[config.mk]
export PLATFORM = sky130hd
export DESIGN_NAME = washing_machine_ctrl
export DESIGN_NICKNAME = d
export VERILOG_FILES = /design/src/rtl/washing_machine_ctrl.sv
export SDC_FILE = /design/constraint.sdc
export NUM_CORES = 1
export LEC_CHECK = 0
export CELL_PAD_IN_SITES_DETAIL_PLACEMENT = 0
export CELL_PAD_IN_SITES_GLOBAL_PLACEMENT = 2
export CORE_MARGIN = 2
export CORE_UTILIZATION = 28
export DETAILED_ROUTE_END_ITERATION = 7
export PLACE_DENSITY_LB_ADDON = 0.2
export SLEW_MARGIN = 40
export SYNTH_ARGS = -nofsm -noshare
export SYNTH_HDL_FRONTEND = slang
export SYNTH_SLANG_ARGS = --single-unit
[constraint.sdc]
create_clock -name clk -period 2.6 [get_ports clk]
set_input_delay 0.78 -clock clk [delete_from_list [all_inputs] [get_ports clk]]
set_output_delay 0.78 -clock clk [all_outputs]
set_load 0.03 [all_outputs]
[src/rtl/washing_machine_ctrl.sv]
// Wash-cycle sequencer: steps through fill/wash/drain/rinse/spin or dry phases,
// each held for a fixed number of clocks, with pause, door interlock and stop.
module washing_machine_ctrl #(
    parameter logic [15:0] FILL_T  = 16'd5,
    parameter logic [15:0] WASH_T  = 16'd20,
    parameter logic [15:0] DRAIN_T = 16'd5,
    parameter logic [15:0] RINSE_T = 16'd10,
    parameter logic [15:0] SPIN_T  = 16'd10,
    parameter logic [15:0] DRY_T   = 16'd15
) (
    input  logic        clk,
    input  logic        rst_n,
    input  logic        start,
    input  logic        stop,
    input  logic        pause,
    input  logic        doorclosed,
    input  logic        detergentfilled,
    input  logic        dry,
    input  logic        washOnly,
    input  logic [1:0]  waterTemp,
    input  logic [1:0]  spinSpeed,
    output logic        doorLock,
    output logic        motorStart,
    output logic [1:0]  motor_speed,
    output logic [1:0]  heater_on,
    output logic        fill_value_on,
    output logic        soap_value_on,
    output logic        drain_value_on,
    output logic        soapWash,
    output logic        waterWash,
    output logic        cycleFinished,
    output logic        rinseFinished,
    output logic        spinFinished,
    output logic        done,
    output logic        alarm,
    output logic [15:0] timer
);

    typedef enum logic [3:0] {
        IDLE, FILL_W, WASH, DRAIN_W, FILL_R, RINSE, DRAIN_R, SPIN, DRY, DONE
    } state_t;

    state_t state;
    state_t next_phase;
    logic   wash_only_q;
    logic   start_ok;
    logic   running;
    logic   hold;
    logic   last;

    function automatic logic [15:0] phase_len(input state_t s);
        case (s)
            FILL_W, FILL_R:   phase_len = FILL_T;
            WASH:             phase_len = WASH_T;
            DRAIN_W, DRAIN_R: phase_len = DRAIN_T;
            RINSE:            phase_len = RINSE_T;
            SPIN:             phase_len = SPIN_T;
            DRY:              phase_len = DRY_T;
            default:          phase_len = 16'd0;
        endcase
    endfunction

    assign start_ok = doorclosed && (dry || detergentfilled);
    assign running  = (state != IDLE) && (state != DONE);
    assign hold     = pause || !doorclosed;
    assign last     = running && !hold && (timer == 16'd1);

    // Successor of the current phase; wash-only programs finish after the first drain.
    always_comb begin
        next_phase = DONE;
        case (state)
            FILL_W:  next_phase = WASH;
            WASH:    next_phase = DRAIN_W;
            DRAIN_W: next_phase = wash_only_q ? DONE : FILL_R;
            FILL_R:  next_phase = RINSE;
            RINSE:   next_phase = DRAIN_R;
            DRAIN_R: next_phase = SPIN;
            default: next_phase = DONE;
        endcase
    end

    // State and phase countdown; stop outranks every other condition.
    always_ff @(posedge clk or negedge rst_n) begin
        if (!rst_n) begin
            state       <= IDLE;
            timer       <= 16'd0;
            wash_only_q <= 1'b0;
        end else if (stop) begin
            state <= IDLE;
            timer <= 16'd0;
        end else begin
            case (state)
                IDLE: begin
                    if (start && start_ok) begin
                        wash_only_q <= washOnly && !dry;
                        state       <= dry ? DRY : FILL_W;
                        timer       <= dry ? DRY_T : FILL_T;
                    end
                end
                DONE: begin
                    if (!start) state <= IDLE;
                end
                default: begin
                    if (!hold) begin
                        if (timer == 16'd1) begin
                            state <= next_phase;
                            timer <= phase_len(next_phase);
                        end else begin
                            timer <= timer - 16'd1;
                        end
                    end
                end
            endcase
        end
    end

    // Actuator decode; a held phase (pause or open door) keeps only the door lock.
    always_comb begin
        doorLock       = running;
        motorStart     = 1'b0;
        motor_speed    = 2'b00;
        heater_on      = 2'b00;
        fill_value_on  = 1'b0;
        soap_value_on  = 1'b0;
        drain_value_on = 1'b0;
        soapWash       = 1'b0;
        waterWash      = 1'b0;
        cycleFinished  = last && (state == WASH);
        rinseFinished  = last && (state == RINSE);
        spinFinished   = last && (state == SPIN);
        done           = (state == DONE);
        alarm          = ((state == IDLE) && start && !start_ok) || (running && !doorclosed);
        if (running && !hold) begin
            case (state)
                FILL_W: begin
                    fill_value_on = 1'b1;
                    soap_value_on = 1'b1;
                end
                WASH: begin
                    motorStart  = 1'b1;
                    motor_speed = 2'b01;
                    soapWash    = 1'b1;
                    heater_on   = waterTemp;
                end
                FILL_R: fill_value_on = 1'b1;
                RINSE: begin
                    motorStart  = 1'b1;
                    motor_speed = 2'b01;
                    waterWash   = 1'b1;
                end
                DRAIN_W, DRAIN_R: drain_value_on = 1'b1;
                SPIN: begin
                    motorStart     = 1'b1;
                    drain_value_on = 1'b1;
                    motor_speed    = (spinSpeed == 2'b00) ? 2'b01 : spinSpeed;
                end
                DRY: begin
                    motorStart  = 1'b1;
                    motor_speed = 2'b10;
                    heater_on   = 2'b11;
                end
                default: ;
            endcase
        end
    end

endmodule

Word-level counts from Yosys, hierarchy flattened:

Memories as Yosys holds them, arrays and structs flattened.
Cells that the tools add are included.

* reduce and logical (&&, ||, !) cells: 30
* multiplexer cells: 32
* bitwise operators: 1
* add/subtract/negate cells: 1
* eq/ne operators: 16

Operators by type and width (count)
* $mux 16: 4
* $mux 4: 8
* $pmux 16 s2: 1
* $pmux 4 s6: 1
* $eq 16x1->1 const B: 1
* $eq 4x3->1 const B: 4
* $sub 16x1->16 const B: 1
* $logic_and 1x1->1: 12
* $mux 1: 12
* $eq 4x2->1 const B: 2
* $eq 4x4->1 const B: 2
* $pmux 4 s2: 1
* $reduce_bool 4->1: 2
* $mux 2: 3
* $ne 3x3->1 const B: 2
* $pmux 2 s3: 1
* $reduce_and 3->1: 2
* $eq 4x1->1 const B: 1
* $logic_not 1->1: 4
* $logic_not 4->1: 1
* $ne 4x3->1 const B: 1
* $ne 4x4->1 const B: 1
* $pmux 2 s2: 1
* $reduce_and 4->1: 1
* other kinds (8): 11

* output and inout bits: 32
* ROM bits: 80
* memories kept: 1
* input port bits: 13
* logic and storage cells: 84
* register bits after elaboration: 21

Memory list
* (name not given): words 16, width 5, read ports 1, clocked after Yosys merged registers in 0, wr ports 0, RTL line 52 `case (s)`

Logic depth before layout (Yosys ltp):

Gate-level depths: netlist of the first run.
An unclocked memory read counts as a cell.

* depth after elaboration: 7
* gate-level depth with buffers: 8
* gate-level depth less buffers: 7

Worst setup path after synthesis of the first run:

Ideal clock, no wire load.

* path kind: input-to-output
* start point: input pause
* end point: output cycleFinished
* path slack: -0.649 ns
* path buffers: 0
* cell stages on the path: 3
* required time: 1.820 ns
* arrival time: 2.469 ns
* cell sequence: nand2b_1 -> nor4bb_1 -> and2_1

* word-level cells in the longest chain between the ends: 5

Ends and longest elaborated chain
* start: declaration: RTL line 15 `input logic pause,`
* $logic_or 1x1->1: RTL line 65 `assign hold = pause || !doorclosed;`
* $logic_not 1->1: RTL line 66 `assign last = running && !hold && (timer == 16'd1);`
* $logic_and 1x1->1 (2 in series): RTL line 66
* $logic_and 1x1->1: RTL line 128 `cycleFinished = last && (state == WASH);`
* end: declaration: RTL line 31 `output logic cycleFinished,`

No other way between the ends.

Worst setup path in the final report of the first run:

* start point: register timer[1]
* end point: output spinFinished

* word-level cells in the longest chain between the ends: 3

Ends and longest elaborated chain
* start: declaration: RTL line 36 `output logic [15:0] timer`
* start signal: assignment: RTL line 97 `timer <= dry ? DRY_T : FILL_T;`
* start signal: assignment: RTL line 107 `timer <= phase_len(next_phase);`
* start signal: assignment: RTL line 109 `timer <= timer - 16'd1;`
* $eq 16x1->1: RTL line 66
* $logic_and 1x1->1: RTL line 66
* $logic_and 1x1->1: RTL line 130 `spinFinished = last && (state == SPIN);`
* end: declaration: RTL line 33 `output logic spinFinished,`

No other way between the ends.

==> results of run 1 <==
[synth_stat cells, types with 2 or more instances]
master and number:
a211oi_1 3, nor4_1 7, a22o_1 3, buf_1 2, o31ai_1 8, nand2_1 12, nand2b_1 3, nor3_1 6
ha_1 3, buf_2 6, a21o_1 2, o211ai_1 3, nor4_2 4, nand3_1 3, a21oi_1 22, nor2_1 15
nor2b_1 3, nor4b_1 2, or3_1 5, inv_1 8, o21ai_0 8, or4_1 7, nor4bb_1 2, clkbuf_1 7
mux2i_1 5, and2_1 2, or3_2 2, xnor2_1 2, dfrtp_1 21
[area by class of cell]
type | instances | area [um2]
fillers | 578 | 3038
multi-input cells | 155 | 1255
repair buffers | 90 | 820.8
flip-flops and latches | 21 | 529.3
well taps | 75 | 93.84
clock buffers | 3 | 41.29
inverters | 8 | 30.03
clock inverters | 1 | 7.507
[through the flow]
stage	instances	hold WS, ns	util
after floorplan	199	0.4844	-
after global placement	342	0.5516	0.4346
after detailed placement	342	0.5696	0.4346
after CTS	352	0.6132	0.4688
after global routing	353	0.6317	0.4776
final	353	0.6171	0.4776
[how the worst max path moves through the flow]
stage | slack [ns] | start | end | cells past startpoint
after floorplan | -0.34 | pause | cycleFinished | 3
after global placement | -0.33 | doorclosed | drain_value_on | 5
after detailed placement | -0.36 | doorclosed | drain_value_on | 5
after CTS | -0.08 | timer[9] | rinseFinished | 5
after global routing | -0.20 | timer[1] | spinFinished | 7
final | -0.09 | timer[1] | spinFinished | 7
[worst min-delay path, delay by kind of cell (launching register included)]
| family | cells | cell delay, ns |
|---|---|---|
| DFF | 1 | 0.44 |
| AOI/OAI and AO/OA | 2 | 0.15 |
[cells by family after synthesis]
family / count (synthesis) / share of synthesized area
xor+xnor: 3 / 0.01583
mux: 5 / 0.03014
fa+ha+maj: 3 / 0.02261
flops: 21 / 0.3165
buf+inv: 23 / 0.05652
compound gates: 63 / 0.2600
simple gates: 81 / 0.2984
[where the power goes]
group	internal [W]	switching [W]	leakage, nW
Sequential	0.000442	0.000162	0.280
Clock	0.000108	0.000118	0.0217
Combinational	0.000979	0.00122	0.900
[layer usage]
| metal | vias up | track usage | routed length [um] |
|---|---|---|---|
| met5 | - | 0 | 0 |
| met4 | 0 | 0.03051 | 20 |
| met3 | 2 | 0.01444 | 143 |
| met2 | 27 | 0.2992 | 2857 |
| met1 | 928 | 0.2690 | 2801 |
| li1 | 920 | - | - |
[registers in the layout, indices dropped and copies added, names as in the netlist]
signal and flops:
wash_only_q 1, timer 16, state 4
[what timing repair did]
item	4_1_cts	5_1_grt
setup buffers	6	1
setup endpoints to repair	14	12
resized for setup	18	15
gates cloned	1	0
pin swaps	7	5
hold buffers	0	0
==> results.json, run 1 <==
{
  "synth_top_area_frac": 0.3165,
  "ys.flop_type": "dfrtp_1",
  "initial_core_util": 0.2855,
  "period_minus_slack_ns": 2.688,
  "status": "finished, violations left",
  "hp-class": "register to register",
  "wl_per_cell_um": 16.50,
  "cts_tree": "yes",
  "dp_hpwl_um": 4108,
  "root_buffer": "clkbuf_8",
  "ys_seq_area_frac": 0.3165,
  "drcViolationCount": 0,
  "cp_num_buf_inv": 3,
  "final_cell_mix": "buf_4 (53), a21oi_1 (21), clkdlybuf4s50_1 (21), dfrtp_1 (18), nor2_1 (15)",
  "rr_startpoint": "timer[1]",
  "n_antenna_cell": 0,
  "r2r_slack_ns": 0.33,
  "cp_top_family": "simple AND/OR/NAND/NOR gates",
  "antenna_found_initial": 0,
  "mostFrequentLayoutCell": "buf_4",
  "firstDrtPassIters": 4,
  "die_h_um": 81.01,
  "synth_edf_count": 0,
  "synth_top_cells_by_area": "dfrtp_1 (32%), a21oi_1 (6.6%), o31ai_1 (3.6%)",
  "clock-sinks": 21,
  "layout_setup_ws_ns": -0.08758,
  "yosysUniqueCellTypes": 52,
  "grt_overflow_total": 0,
  "grt_start_max_net_pins": 22,
  "cp_data_required_time_ns": 1.82,
  "dp_slack_ns": -0.3612,
  "total_power_w": 0.003027,
  "fin_nets": 295,
  "die_w_um": 81.01,
  "core_um2": 5816,
  "finClkSkew_ns": 0.007816,
  "vias_per_cell": 5.317,
  "rsz0062_at_grt": "yes",
  "rows": 28,
  "clk_path_buf_depth": 2,
  "max_freq_ghz": 0.3721,
  "setup.worst_path.start_class": "register",
  "synth_top_cell_by_area": "dfrtp_1",
  "io_buffer_count": 44,
  "drv_cap": 0,
  "violations": "setup timing",
  "numCtsBuffers": 3,
  "worstMarginPinSlew_ns": 0.5414,
  "relSlewSlack": 0.6358,
  "worstSkewPairLatency_ns": 0.26,
  "yosysWarnings": 0,
  "drtIter0Drc": 85,
  "r2r-end": "timer[14]",
  "cp.arrival_ns": 1.91,
  "layout-drive-gt1-share": 0.3633,
  "final_hold_viol_count": 0,
  "synth_cells": 199,
  "netlist_area_um2": 1660,
  "setup_violations": 1,
  "end_kind": "output port",
  "slowest_stage": "dfrtp_2",
  "hold_end": "timer[15]",
  "grt_usage": 0.1836,
  "finalCritPeriodShare": 1.034,
  "areaGrowthSynthToFinish_pct": 67.29,
  "worstPathMaxFanout": 3,
  "slew_violations": 0,
  "ios": 45,
  "path_cells": "inv_2, ha_4, nor4b_4, nand4_4, buf_6, nor4_4, buf_4",
  "clk_pin_slew_ns": 0.09,
  "die-area_um2": 6562,
  "syn_area_per_cell_um2": 8.343,
  "syn_nets": 215,
  "ir_worst_vdd_mv": 0.6712,
  "synthArstFlopShare": 1.000,
  "crit_type": "register to output port",
  "via_count": 1877,
  "r2r_cells": 10,
  "ys_seq_elements": 21,
  "globalplace.congestion": 0.7702,
  "fin_area_um2": 2778,
  "dpl_cell_area_um2": 2527,
  "wirelength_um": 5823,
  "max_stage_delay_ns": 0.41,
  "grt_pass1_vias": 1862,
  "hp-start": "timer[15]",
  "cellPowerDensity_nw_per_um2": 1090,
  "ant_nets": 0,
  "htreeDepth": 1,
  "power_leakage_nw": 1.202,
  "whs_path_depth": 2,
  "tns_ns": -0.08758,
  "grt_pass1_wl_um": 9404
}
Power figures use the tool's default switching activity.
==> run 2: changes to the inputs <==
--- a/config.mk
+++ b/config.mk
@@ -5,10 +5,11 @@
 export SDC_FILE = /design/constraint.sdc
 export NUM_CORES = 1
 export LEC_CHECK = 0
+export ABC_AREA = 1
 export CELL_PAD_IN_SITES_DETAIL_PLACEMENT = 0
 export CELL_PAD_IN_SITES_GLOBAL_PLACEMENT = 2
 export CORE_MARGIN = 2
-export CORE_UTILIZATION = 28
+export CORE_UTILIZATION = 26
 export DETAILED_ROUTE_END_ITERATION = 7
 export PLACE_DENSITY_LB_ADDON = 0.2
 export SLEW_MARGIN = 40
==> results.json, run 2 <==
{
  "status": "finished, final reports clean",
  "die_w_um": 87.39,
  "cellPowerDensity_nw_per_um2": 1201,
  "ys_seq_area_frac": 0.2907,
  "fin_nets": 380,
  "biggestRegsByFlops": "timer: 16 flops, state: 4 flops, wash_only_q: 1 flops",
  "slew_violations": 0,
  "syn_nets": 306,
  "final_hold_viol_count": 0,
  "clock-sinks": 21,
  "die_h_um": 87.39,
  "areaGrowthSynthToFinish_pct": 44.29,
  "hold_buffers": 0,
  "grt_overflow_total": 0,
  "drv_cap": 0,
  "io_buffer_count": 44,
  "end_kind": "output port",
  "regMostFlops": "timer",
  "grt_start_max_net_pins": 22,
  "crit_type": "input port to output port",
  "rows": 30,
  "synth_top_cells_by_area": "dfrtp_1 (29%), nand2_1 (18%), nor2_1 (10%)",
  "ir_worst_vdd_mv": 0.4365,
  "yosysUniqueCellTypes": 27,
  "hp-class": "register to register",
  "max_freq_ghz": 0.3925,
  "ys_seq_elements": 21,
  "synthArstFlopShare": 1.000,
  "grt_pass1_vias": 1898,
  "worstSkewPairLatency_ns": 0.27,
  "n_antenna_cell": 0,
  "clk_pin_slew_ns": 0.08,
  "wirelength_um": 5785,
  "seq_area_um2": 526.8,
  "drtIter0Drc": 98,
  "yosysMostFrequentCell": "nand2_1",
  "yosysWarnings": 0,
  "worstPathMaxFanout": 7,
  "rsz0062_at_grt": "yes",
  "drcViolationCount": 0,
  "vias_per_cell": 4.555,
  "netlist_area_um2": 1808,
  "synth_cells": 290,
  "relSlewSlack": 0.7046,
  "dp_hpwl_um": 4642,
  "layout.cells.non_filler": 443,
  "layout-drive-gt1-share": 0.2287,
  "yosys-top-cells-count": "nand2_1 (86), nor2_1 (48), inv_1 (40)",
  "worstMarginPinSlew_ns": 0.4397,
  "mostFrequentLayoutCell": "nand2_1",
  "core_um2": 6756,
  "multi_input_comb_area_um2": 1147,
  "htreeDepth": 1,
  "syn_area_per_cell_um2": 6.234,
  "ys.flop_type": "dfrtp_1",
  "setup_violations": 0,
  "antenna_found_initial": 0,
  "finClkSkew_ns": 0.003396,
  "setup.worst_path.start_class": "input port",
  "initial_core_util": 0.2676,
  "wl_per_cell_um": 13.06,
  "dp.cells": 431,
  "globalplace.congestion": 0.8311,
  "largest_reg_flops": 16,
  "fill_cells": 761,
  "cts_tree": "yes",
  "clk_path_buf_depth": 2,
  "firstDrtPassIters": 4,
  "synth_top_cell_by_area": "dfrtp_1",
  "via_count": 2018,
  "synth_edf_count": 0,
  "cp_data_required_time_ns": 1.82,
  "finalCritPeriodShare": 0.9798,
  "final_cell_mix": "nand2_1 (82), nor2_1 (42), buf_4 (40), inv_1 (34), nand3_1 (31)",
  "die-area_um2": 7637,
  "ios": 45,
  "cp.arrival_ns": 1.77,
  "numCtsBuffers": 3,
  "ant_nets": 0,
  "grt_pass1_wl_um": 9542,
  "synth_top_area_frac": 0.2907,
  "fin_util": 0.3861,
  "root_buffer": "clkbuf_8",
  "power_leakage_nw": 1.362,
  "period_minus_slack_ns": 2.548,
  "grt_usage": 0.1599
}
run 2: repair_timing:
item                                   CTS  global route
endpoints found under the hold margin    0             0
pin swaps                                3             4
buffers inserted                         3             5
gates resized for setup                 10            18
setup endpoints to repair               14            15
run 2: layout make-up:
class	instances	area share
Multi-Input combinational cell	223	0.4398
Sequential cell	21	0.2019
Inverter	44	0.06619
Timing Repair Buffer	71	0.2365
Tap cell	80	0.03837
Clock buffer	4	0.01727
run 2: critical path, stage by stage:
cell,delay (ns)
clkdlybuf4s15_1,0.16
inv_1,0.05
nand2_2,0.07
nor2_4,0.08
buf_6,0.12
clkinvlp_4,0.14
o211ai_1,0.18
buf_4,0.18
run 2: worst paths after layout:
path	from	endpoint	slack, ns	depth (start not counted)
min in group asynchronous	rst_n	state[0]	0.86	2
setup / recovery	pause	motorStart	0.05	8
setup reg to reg	state[3]	timer[0]	0.70	12
max in group asynchronous	rst_n	state[1]	1.48	2
hold / removal	timer[0]	timer[0]	0.60	2
hold reg to reg	timer[0]	timer[0]	0.60	2
run 2: per-layer routing:
metal  track usage  vias to the layer above  part of all wire
li1              -                     1067                 -
met5             0                        -                 0
met2        0.2555                       25              0.45
met3       0.02654                        5             0.026
met1        0.2312                      921              0.52
met4       0.02098                        0            0.0054
run 2: power by group:
group | switching, W | internal (W)
logic | 0.00145 | 0.000892
registers | 0.000130 | 0.000436
clock network | 0.000117 | 0.000110
total | 0.00170 | 0.00144
run 2: logic make-up (layout without fill, tap and decap cells):
| group | count (synthesis) | in the layout | synth area share |
|---|---|---|---|
| AOI/OAI and AO/OA | 27 | 27 | 0.09342 |
| and+or+nand+nor | 191 | 191 | 0.4817 |
| DFF | 21 | 21 | 0.2907 |
| adders and majority gates | 3 | 3 | 0.02076 |
| buffers and inverters | 46 | 119 | 0.1038 |
| xor gates and xnor gates | 2 | 2 | 0.009690 |
run 2: metrics by stage:
stage	TNS [ns]	power (W)	hold WS (ns)	worst slack, ns	area, um2
detailed placement	-2.132	0.002764	0.5300	-0.2381	2439
floorplan	0	0.002009	0.4844	0.08616	1813
global route	-0.06751	0.003457	0.6367	-0.03371	2609
global placement	-2.082	0.002776	0.5215	-0.2370	2439
finish	0	0.003133	0.5959	0.05239	2609
CTS	0	0.003048	0.5509	0.01382	2519
==> run 3: changes to the inputs <==
--- a/config.mk
+++ b/config.mk
@@ -12,7 +12,7 @@
 export CORE_UTILIZATION = 26
 export DETAILED_ROUTE_END_ITERATION = 7
 export PLACE_DENSITY_LB_ADDON = 0.2
-export SLEW_MARGIN = 40
+export SLEW_MARGIN = 20
 export SYNTH_ARGS = -nofsm -noshare
 export SYNTH_HDL_FRONTEND = slang
 export SYNTH_SLANG_ARGS = --single-unit
==> results of run 3 <==
No change in the layout: final DEF, timing and power equal those of run 2.
